===== src/rtl/weight_renorm.sv =====
// Rescales each weight lane to floor(mag*SCALE/norm) using one shared restoring
// divider walked lane by lane; tag bits pass through and results clamp at 255.
module weight_renorm #(
  parameter int unsigned N      = 18,
  parameter int unsigned LANE_W = 10,
  parameter int unsigned SCALE  = 128
) (
  input  logic                clk,
  input  logic                rst_n,
  input  logic                in_valid,
  output logic                in_ready,
  input  logic [N*LANE_W-1:0] weights,
  input  logic [8:0]          norm,
  output logic                out_valid,
  input  logic                out_ready,
  output logic [N*LANE_W-1:0] out_weights,
  output logic                sat,
  output logic                div_zero
);

  localparam int unsigned VEC_W = N * LANE_W;
  localparam int unsigned TAG_W = LANE_W - 8;
  localparam int unsigned IDX_W = (N > 1) ? $clog2(N) : 1;

  localparam logic [1:0] S_IDLE  = 2'd0;
  localparam logic [1:0] S_SETUP = 2'd1;
  localparam logic [1:0] S_DIV   = 2'd2;
  localparam logic [1:0] S_DONE  = 2'd3;

  logic [1:0]       state_q, state_d;
  logic [VEC_W-1:0] weights_q, weights_d;
  logic [8:0]       norm_q, norm_d;
  logic [IDX_W-1:0] lane_q, lane_d;
  logic [15:0]      dividend_q, dividend_d;
  logic [9:0]       rem_q, rem_d;
  logic [14:0]      quot_q, quot_d;
  logic [3:0]       bit_q, bit_d;
  logic [VEC_W-1:0] result_q, result_d;
  logic [VEC_W-1:0] out_weights_q, out_weights_d;
  logic             out_valid_q, out_valid_d;
  logic             sat_q, sat_d;
  logic             div_zero_q, div_zero_d;

  logic [7:0]       lane_mag;
  logic [TAG_W-1:0] lane_tag;
  logic [10:0]      rem_shift;
  logic             rem_ge;
  logic [15:0]      quot_next;
  logic             lane_sat;
  logic [LANE_W-1:0] lane_res;

  assign in_ready = (state_q == S_IDLE);

  // NOTE: every variable driven here gets a default first so no path can
  // leave it unassigned and infer a latch.
  always_comb begin
    state_d       = state_q;
    weights_d     = weights_q;
    norm_d        = norm_q;
    lane_d        = lane_q;
    dividend_d    = dividend_q;
    rem_d         = rem_q;
    quot_d        = quot_q;
    bit_d         = bit_q;
    result_d      = result_q;
    out_weights_d = out_weights_q;
    out_valid_d   = out_valid_q;
    sat_d         = sat_q;
    div_zero_d    = div_zero_q;

    lane_mag = '0;
    lane_tag = '0;
    for (int i = 0; i < N; i++) begin
      if (IDX_W'(i) == lane_q) begin
        lane_mag = weights_q[i*LANE_W +: 8];
        lane_tag = weights_q[i*LANE_W+8 +: TAG_W];
      end
    end

    // One restoring step: shift in the next dividend bit, subtract if it fits.
    rem_shift = {rem_q, dividend_q[15]};
    rem_ge    = (rem_shift >= {2'b00, norm_q});
    quot_next = {quot_q, rem_ge};
    lane_sat  = |quot_next[15:8];
    lane_res  = {lane_tag, lane_sat ? 8'hFF : quot_next[7:0]};

    case (state_q)
      S_IDLE: begin
        if (in_valid) begin
          weights_d = weights;
          norm_d    = norm;
          lane_d    = '0;
          sat_d     = 1'b0;
          if (norm == 9'd0) begin
            out_weights_d = weights;
            div_zero_d    = 1'b1;
            out_valid_d   = 1'b1;
            state_d       = S_DONE;
          end else begin
            div_zero_d = 1'b0;
            state_d    = S_SETUP;
          end
        end
      end
      S_SETUP: begin
        dividend_d = 16'(lane_mag) * 16'(SCALE);
        rem_d      = '0;
        quot_d     = '0;
        bit_d      = 4'd15;
        state_d    = S_DIV;
      end
      S_DIV: begin
        rem_d      = rem_ge ? 10'(rem_shift - {2'b00, norm_q}) : rem_shift[9:0];
        quot_d     = quot_next[14:0];
        dividend_d = {dividend_q[14:0], 1'b0};
        bit_d      = bit_q - 4'd1;
        if (bit_q == 4'd0) begin
          for (int i = 0; i < N; i++) begin
            if (IDX_W'(i) == lane_q) result_d[i*LANE_W +: LANE_W] = lane_res;
          end
          sat_d = sat_q | lane_sat;
          if (lane_q == IDX_W'(N - 1)) begin
            out_weights_d = result_d;
            out_valid_d   = 1'b1;
            state_d       = S_DONE;
          end else begin
            lane_d  = lane_q + IDX_W'(1);
            state_d = S_SETUP;
          end
        end
      end
      S_DONE: begin
        if (out_ready) begin
          out_valid_d = 1'b0;
          state_d     = S_IDLE;
        end
      end
      default: state_d = S_IDLE;
    endcase
  end

  // NOTE: state updates use non-blocking assignments so every register sees
  // the pre-edge values of the others, matching real flip-flop behaviour.
  always_ff @(posedge clk or negedge rst_n) begin
    if (!rst_n) begin
      // NOTE: datapath registers are cleared too, so an aborted transaction
      // leaves no partial lane data behind.
      state_q       <= S_IDLE;
      weights_q     <= '0;
      norm_q        <= '0;
      lane_q        <= '0;
      dividend_q    <= '0;
      rem_q         <= '0;
      quot_q        <= '0;
      bit_q         <= '0;
      result_q      <= '0;
      out_weights_q <= '0;
      out_valid_q   <= 1'b0;
      sat_q         <= 1'b0;
      div_zero_q    <= 1'b0;
    end else begin
      state_q       <= state_d;
      weights_q     <= weights_d;
      norm_q        <= norm_d;
      lane_q        <= lane_d;
      dividend_q    <= dividend_d;
      rem_q         <= rem_d;
      quot_q        <= quot_d;
      bit_q         <= bit_d;
      result_q      <= result_d;
      out_weights_q <= out_weights_d;
      out_valid_q   <= out_valid_d;
      sat_q         <= sat_d;
      div_zero_q    <= div_zero_d;
    end
  end

  assign out_valid   = out_valid_q;
  assign out_weights = out_weights_q;
  assign sat         = sat_q;
  assign div_zero    = div_zero_q;

endmodule


===== config.mk =====
export PLATFORM = sky130hd
export DESIGN_NAME = weight_renorm
export DESIGN_NICKNAME = d
export VERILOG_FILES = /design/src/rtl/weight_renorm.sv
export SDC_FILE = /design/constraint.sdc
export NUM_CORES = 1
export LEC_CHECK = 0
export ABC_AREA = 1
export BUFFER_PORTS_ARGS = -buffer_cell sky130_fd_sc_hd__buf_2
export CAP_MARGIN = 25
export CORE_MARGIN = 5
export CORE_UTILIZATION = 50
export CTS_CLUSTER_SIZE = 10
export DETAILED_ROUTE_END_ITERATION = 12
export PLACE_DENSITY_LB_ADDON = 0.15
export SKIP_CTS_REPAIR_TIMING = 1
export SLEW_MARGIN = 15
export SYNTH_ARGS = -nofsm -noshare
export SYNTH_HDL_FRONTEND = slang
export SYNTH_SLANG_ARGS = --single-unit
export TNS_END_PERCENT = 50

===== constraint.sdc =====
create_clock -name clk -period 3.7 [get_ports clk]
set_clock_uncertainty 0.1 [all_clocks]
set_input_delay 0.37 -clock clk [delete_from_list [all_inputs] [get_ports clk]]
set_output_delay 0.37 -clock clk [all_outputs]
set_load 0.005 [all_outputs]

# Yosys cells after proc, flatten, opt, wreduce, memory -nomap -nowiden
# Index checks and enable logic that the tools add are counted.
[word_totals]
in_bits = 193
reg_bits = 604
elab_cells = 144
[op_classes]
mux = 84
n_addsub = 3
n_eq_ne = 27
bitwise = 1
n_lt_le_gt_ge = 1
reduce_logical = 15
[ops]
columns = ["operator", "count"]
rows = [
  ["180-bit 2-to-1 mux", 4],
  ["180-bit case mux with 2 select lines", 1],
  ["10-bit 2-to-1 mux", 19],
  ["8-bit 2-to-1 mux", 19],
  ["2-bit 2-to-1 mux", 22],
  ["4-bit by 5-bit == test with 1-bit output (first input constant)", 8],
  ["16-bit case mux with 2 select lines", 1],
  ["15-bit case mux with 2 select lines", 1],
  ["3-bit by 5-bit == test with 1-bit output (first input constant)", 4],
  ["10-bit case mux with 2 select lines", 1],
  ["5-bit 2-to-1 mux", 3],
  ["11-bit by 9-bit >= comparator with 1-bit output", 1],
  ["2-bit by 5-bit == test with 1-bit output (first input constant)", 2],
  ["5-bit == test (first input constant)", 2],
  ["2-bit inequality test (second input constant)", 5],
  ["5-bit case mux with 2 select lines", 1],
  ["10-bit by 9-bit subtractor with 10-bit output", 1],
  ["9-bit zero test", 1],
  ["1-bit 2-to-1 mux", 8],
  ["2-bit case mux with 4 select lines", 1],
  ["4-bit case mux with 2 select lines", 1],
  ["8-bit OR reduction", 1],
  ["3-bit AND reduction", 2],
  ["6-bit AND reduction", 1],
  ["18 further kinds", 21],
]

# Depth between registers and ports, before layout
[logic_depth]
ltp_word = 22
mapped_depth = 30

# Least setup slack after synthesis
# No wires, ideal clock.
[synth_path]
kind = "register to register"
from = "reg rem_q[1]"
to = "reg out_weights_q[170] (netlist: out_weights[170])"
setup_ns = 0.120
path_slack_ns = 0.943
path_buffers = 1
required_time_ns = 3.480
arrival_time_ns = 2.536
path_stages_with_launch = 19
path_cell_list = "dfrtp_1 -> ha_1 -> a21oi_1 -> o31ai_1 -> a21oi_1 -> o21ai_1 -> a21oi_1 -> o21bai_1 -> nand2_1 -> nand2_1 -> a21oi_2 -> nand2_1 -> inv_2 -> nand3_2 -> buf_4 -> mux2i_1 -> a21oi_1 -> o21ai_1 -> nand2_1"
[synth_via]
elab_chain_len = 6
[synth_rtl]
columns = ["item", "line", "rtl"]
rows = [
  ["start: declaration", "35", "logic [9:0] rem_q, rem_d;"],
  ["start signal: assignment", "167", "rem_q <= rem_d;"],
  ["11-bit by 9-bit >= comparator with 1-bit output", "82", "rem_ge = (rem_shift >= {2'b00, norm_q});"],
  ["8-bit 2-to-1 mux", "85", "lane_res = {lane_tag, lane_sat ? 8'hFF : quot_next[7:0]};"],
  ["10-bit 2-to-1 mux", "119", "if (IDX_W'(i) == lane_q) result_d[i*LANE_W +: LANE_W] = lane_res;"],
  ["180-bit 2-to-1 mux", "122", "if (lane_q == IDX_W'(N - 1)) begin"],
  ["180-bit 2-to-1 mux", "117", "if (bit_q == 4'd0) begin"],
  ["180-bit case mux with 2 select lines", "87", "case (state_q)"],
  ["end signal: assignment", "171", "out_weights_q <= out_weights_d;"],
  ["end: declaration", "39", "logic [VEC_W-1:0] out_weights_q, out_weights_d;"],
]
# No other way between the ends. The select of a mux whose other input is x is not followed.
# A chain may end at the register's enable or synchronous reset.

# Worst setup path after layout
[layout_path]
from = "reg lane_q[1]"
to = "reg dividend_q[10]"
[layout_via]
elab_chain_len = 20
word_cells_on_any_way = 37
cone_classes = "eq/ne: 17; mux: 19; reduce/logical: 1"
[layout_rtl]
columns = ["item", "line", "rtl"]
rows = [
  ["start: declaration", "33", "logic [IDX_W-1:0] lane_q, lane_d;"],
  ["start signal: assignment", "165", "lane_q <= lane_d;"],
  ["5-bit zero test", "74", "if (IDX_W'(i) == lane_q) begin"],
  ["8-bit 2-to-1 mux (17 in a row)", "74", ""],
  ["8-bit 2-to-1 mux (*)", "74", ""],
  ["16-bit case mux with 2 select lines (*)", "87", ""],
  ["end signal: assignment", "166", "dividend_q <= dividend_d;"],
  ["end: declaration", "34", "logic [15:0] dividend_q, dividend_d;"],
]
# Mark *: on every way between the ends. The rest lies on a longest branch, timed or not. The select of a mux whose other input is x is not followed.

==> flow_summary.ini <==
[detailed_routing]
detail_route.iter0.violations = 2330
postRouteWirelength_mm = 90.6
post_route_ant_nets = 0
avgViaCountPerCell = 5.40
route.detailed.drc = 0
via_count = 25934
detail_route.first_pass.iterations = 6
detail_route.wl_per_cell_um = 18.9

[power_and_ir_drop]
p_leak_nw = 17.1
share_seq_of_total_power_pct = 36.5
max-vdd-ir-drop_v = 0.000710
clkPwrFrac_pct = 23.2
internal-power_mw = 16.2
powerDensity_nw_per_um2 = 787
design_power_total_mw = 27.2
netSwitchingFraction_pct = 40.4
p_sw_mw = 11.0
share_comb_of_total_power_pct = 40.3

[final_layout]
post_layout_nonfiller_instances = 4802
filler_cell_count = 4978
final_layout_size_suffix_gt1_share_pct = 15.0
antenna_cells_inserted = 0
area_growth_syn_to_layout_pct = 23.0
nNetsFinal = 4239

[timing]
grt_setup_unrepaired = no
timing.final.crit_period_ps = 3380
hold_viol = 4
report.final.setup_viol = 0
final_max_slew_viol_count = 0
tightestPinTransition_ps = 1000
worst_hold_slack_ps = -22.4
timing.setup.tns_ps = 0
timing.final.ws_setup_ps = 321
timing.fmax_mhz = 296
slew_headroom_pct = 33.3
final_min_period_over_clock_period_pct = 91.3

[worst_setup_path]
bufs_and_invs_on_worst_path = 2
crit_path_max_incr_delay_ps = 410
setup.worst_path.class = reg2reg
worst_path_dominant_cell_family = simple AND/OR/NAND/NOR gates
start_kind = flop
worst_ep_arrival_time_ps = 3820
required_time_worst_endpoint_ps = 4140
maximum_fanout_along_the_worst_path = 19
critical_path.endpoint_type = flop
timing.critical_path.mode_cell = sky130_fd_sc_hd__nand2_1
worst_path_max_delay_cell = sky130_fd_sc_hd__dfrtp_1

[logic_synthesis]
synthesis.area_um2 = 28100
ys.warnings.count = 0
synth_async_reset_ratio_pct = 100
synth_nets = 3784
syn_avg_cell_area_um2 = 7.88
post_synth_most_frequent_cells = sky130_fd_sc_hd__nand2_1 (1371), sky130_fd_sc_hd__dfrtp_1 (597), sky130_fd_sc_hd__o21ai_0 (566), sky130_fd_sc_hd__clkbuf_1 (209), sky130_fd_sc_hd__inv_1 (209)
seq_area_frac_synth_pct = 53.1
post_synth_main_area_contributors = sky130_fd_sc_hd__dfrtp_1 (53%), sky130_fd_sc_hd__nand2_1 (18%), sky130_fd_sc_hd__o21ai_0 (10%), sky130_fd_sc_hd__a21oi_1 (3.4%), sky130_fd_sc_hd__clkbuf_1 (2.8%)
synth_enable_flop_cells = 0
synth_cell_types = 48
yosysTopAreaCell = sky130_fd_sc_hd__dfrtp_1
synth_cells = 3572
synth_top_area_share_pct = 53.1
synth-seq-cells = 597
synth_most_common_cell = sky130_fd_sc_hd__nand2_1
ys.flop_type = sky130_fd_sc_hd__dfrtp_1

[placed_design]
detailedPlace.worstSlack_ps = 314
placed_cells = 4556
hpwl_mm = 60.6
placement.io_buffers = 376
gp_congestion = 0.893

[floorplan]
io_pins = 377
floorplan.core_area_um2 = 56100
floorplan.die.height_um = 247
die_area_um2 = 61100
fp.dieW_um = 247
start_util_pct = 50.2
placement_rows = 87

[global_route]
globalRouteOverflowTotal = 0
grt_pass1_wl_mm = 137
grt.total_usage_pct = 28.4
grt_start_max_net_pins = 121
first_global_vias = 23719
grt_antenna_before_repair = 1

[clock_tree]
root_buffer = sky130_fd_sc_hd__clkbuf_16
insertion_delay_ps = 610
cts_num_sinks = 597
clk_transition_reported_paths_ps = 50
clock_tree_from_tritoncts = yes
clk_path_buf_depth = 3
cts_inserted_buffers = 71
h-tree-depth = 3

[run_status]
status = complete, but fails checks
failed_checks = negative hold slack

[job]
maxCapViolCount = 0

[hold_path]
hold_class = in2reg
## worst reg2reg max path, cell delays in order, from the launching register on
cell and delay [ps]:
sky130_fd_sc_hd__dfrtp_1 410, sky130_fd_sc_hd__inv_1 110, sky130_fd_sc_hd__ha_1 240, sky130_fd_sc_hd__nand2_4 160
sky130_fd_sc_hd__nor2_4 250, sky130_fd_sc_hd__buf_6 220, sky130_fd_sc_hd__nand2_1 70, sky130_fd_sc_hd__nand3_1 80
sky130_fd_sc_hd__o21ai_0 70, sky130_fd_sc_hd__o21ai_0 240, sky130_fd_sc_hd__a211oi_1 110, sky130_fd_sc_hd__o21bai_1 260
sky130_fd_sc_hd__o21ai_0 150, sky130_fd_sc_hd__nand3_1 90, sky130_fd_sc_hd__nand2_1 70, sky130_fd_sc_hd__nand2_1 70
sky130_fd_sc_hd__nand2_1 60, sky130_fd_sc_hd__nand2_1 60, sky130_fd_sc_hd__nand2_1 70, sky130_fd_sc_hd__nand2_1 70
sky130_fd_sc_hd__nand2_1 50, sky130_fd_sc_hd__nand2_1 80, sky130_fd_sc_hd__nand2_1 60, sky130_fd_sc_hd__nand2_1 50
sky130_fd_sc_hd__nand2_1 40, sky130_fd_sc_hd__nand2_1 50
## worst paths after layout
| path | slack [ps] | startpoint | end | cells after the start |
|---|---|---|---|---|
| worst min-delay path | -20 | weights[150] | weights_q[150] | 3 |
| min in group asynchronous | 110 | rst_n | out_weights[34] | 2 |
| worst max register to register | 320 | lane_q[1] | dividend_q[10] | 25 |
| max in group asynchronous | 2460 | rst_n | weights_q[72] | 3 |
| worst max-delay path | 320 | lane_q[1] | dividend_q[10] | 25 |
| worst min register to register | 370 | out_weights[53] | out_weights[53] | 2 |
## sequential cells by signal, summed over array words and instances, names as in the netlist
register / flops
result_q: 180
weights_q: 180
div_zero: 1
norm_q: 9
out_weights: 180
lane_q: 5
quot_q: 15
out_valid: 1
rem_q: 10
sat: 1
bit_q: 4
state_q: 2
dividend_q: 9
## cell usage in the layout, fill, tap and decap left out, types with 2 or more instances in the layout
cell type,count
sky130_fd_sc_hd__inv_2,14
sky130_fd_sc_hd__a31oi_1,3
sky130_fd_sc_hd__a21oi_1,193
sky130_fd_sc_hd__clkbuf_1,10
sky130_fd_sc_hd__o211ai_1,9
sky130_fd_sc_hd__buf_4,62
sky130_fd_sc_hd__ha_1,17
sky130_fd_sc_hd__o21ai_0,566
sky130_fd_sc_hd__inv_1,206
sky130_fd_sc_hd__a21boi_0,2
sky130_fd_sc_hd__a21boi_1,14
sky130_fd_sc_hd__nand4_1,7
sky130_fd_sc_hd__dlygate4sd3_1,154
sky130_fd_sc_hd__inv_8,2
sky130_fd_sc_hd__or2_0,2
sky130_fd_sc_hd__nand2_4,3
sky130_fd_sc_hd__buf_12,20
sky130_fd_sc_hd__o22ai_1,26
sky130_fd_sc_hd__mux2i_1,9
sky130_fd_sc_hd__o2111ai_1,2
sky130_fd_sc_hd__clkbuf_8,3
sky130_fd_sc_hd__buf_2,375
sky130_fd_sc_hd__nor3_1,5
sky130_fd_sc_hd__inv_6,6
sky130_fd_sc_hd__clkbuf_16,75
sky130_fd_sc_hd__dfrtp_1,597
sky130_fd_sc_hd__xor2_1,6
sky130_fd_sc_hd__o21bai_1,4
sky130_fd_sc_hd__nor3_4,2
sky130_fd_sc_hd__nor4_1,2
sky130_fd_sc_hd__o21a_1,56
sky130_fd_sc_hd__nand3_1,96
sky130_fd_sc_hd__nor2_1,33
sky130_fd_sc_hd__or2_2,15
sky130_fd_sc_hd__clkinv_1,2
sky130_fd_sc_hd__o21ai_1,40
sky130_fd_sc_hd__nand2_2,3
sky130_fd_sc_hd__nor2_2,9
sky130_fd_sc_hd__nor2_4,11
sky130_fd_sc_hd__nand2_1,1370
## power groups by stage
| stage | sequential, mW | clock, mW | combinational (mW) |
|---|---|---|---|
| 3_3_place_gp | 9.96 | 0 | 10.6 |
| 5_1_grt | 10.1 | 6.67 | 12.3 |
| 4_1_cts | 9.89 | 6.41 | 10.8 |
| 3_5_place_dp | 9.94 | 0 | 10.8 |
| 6_report | 9.92 | 6.31 | 11.0 |
| 2_1_floorplan | 9.67 | 0 | 6.77 |
## routing by layer
metal | share of wire, % | global-route usage, % | up-vias
met3 | 6.9 | 4.47 | 148
met1 | 44 | 41.7 | 12401
met4 | 2.4 | 7.13 | 2
li1 | - | - | 12432
met2 | 47 | 44.8 | 951
met5 | 0.014 | 0 | -
## cells by family after synthesis
| kind of cell | share of synthesized area [%] |
|---|---|
| compound gates | 17.4 |
| buf+inv | 6.24 |
| simple gates | 21.9 |
| fa+ha+maj | 0.872 |
| mux | 0.320 |
| xor+xnor | 0.218 |
| flops | 53.1 |
## stage by stage
| stage | utilization, % | cell area (um^2) |
|---|---|---|
| after global placement | 55.4 | 31000 |
| final | 61.7 | 34600 |
| after floorplan | - | 28100 |
| after detailed placement | 55.4 | 31100 |
| after CTS | 59.0 | 33100 |
| after global routing | 61.7 | 34600 |
## area by class of cell
cell class | count | area [um^2] | area share (%)
multi-input cells | 2518 | 11500 | 33.4
clock inverters | 4 | 35.0 | 0.101
clock buffers | 88 | 1960 | 5.65
flip-flops and latches | 597 | 14900 | 43.2
well taps | 756 | 946 | 2.73
inverters | 226 | 873 | 2.52
repair buffers | 613 | 4310 | 12.5
Note: power is estimated with default switching activity, not from simulation.
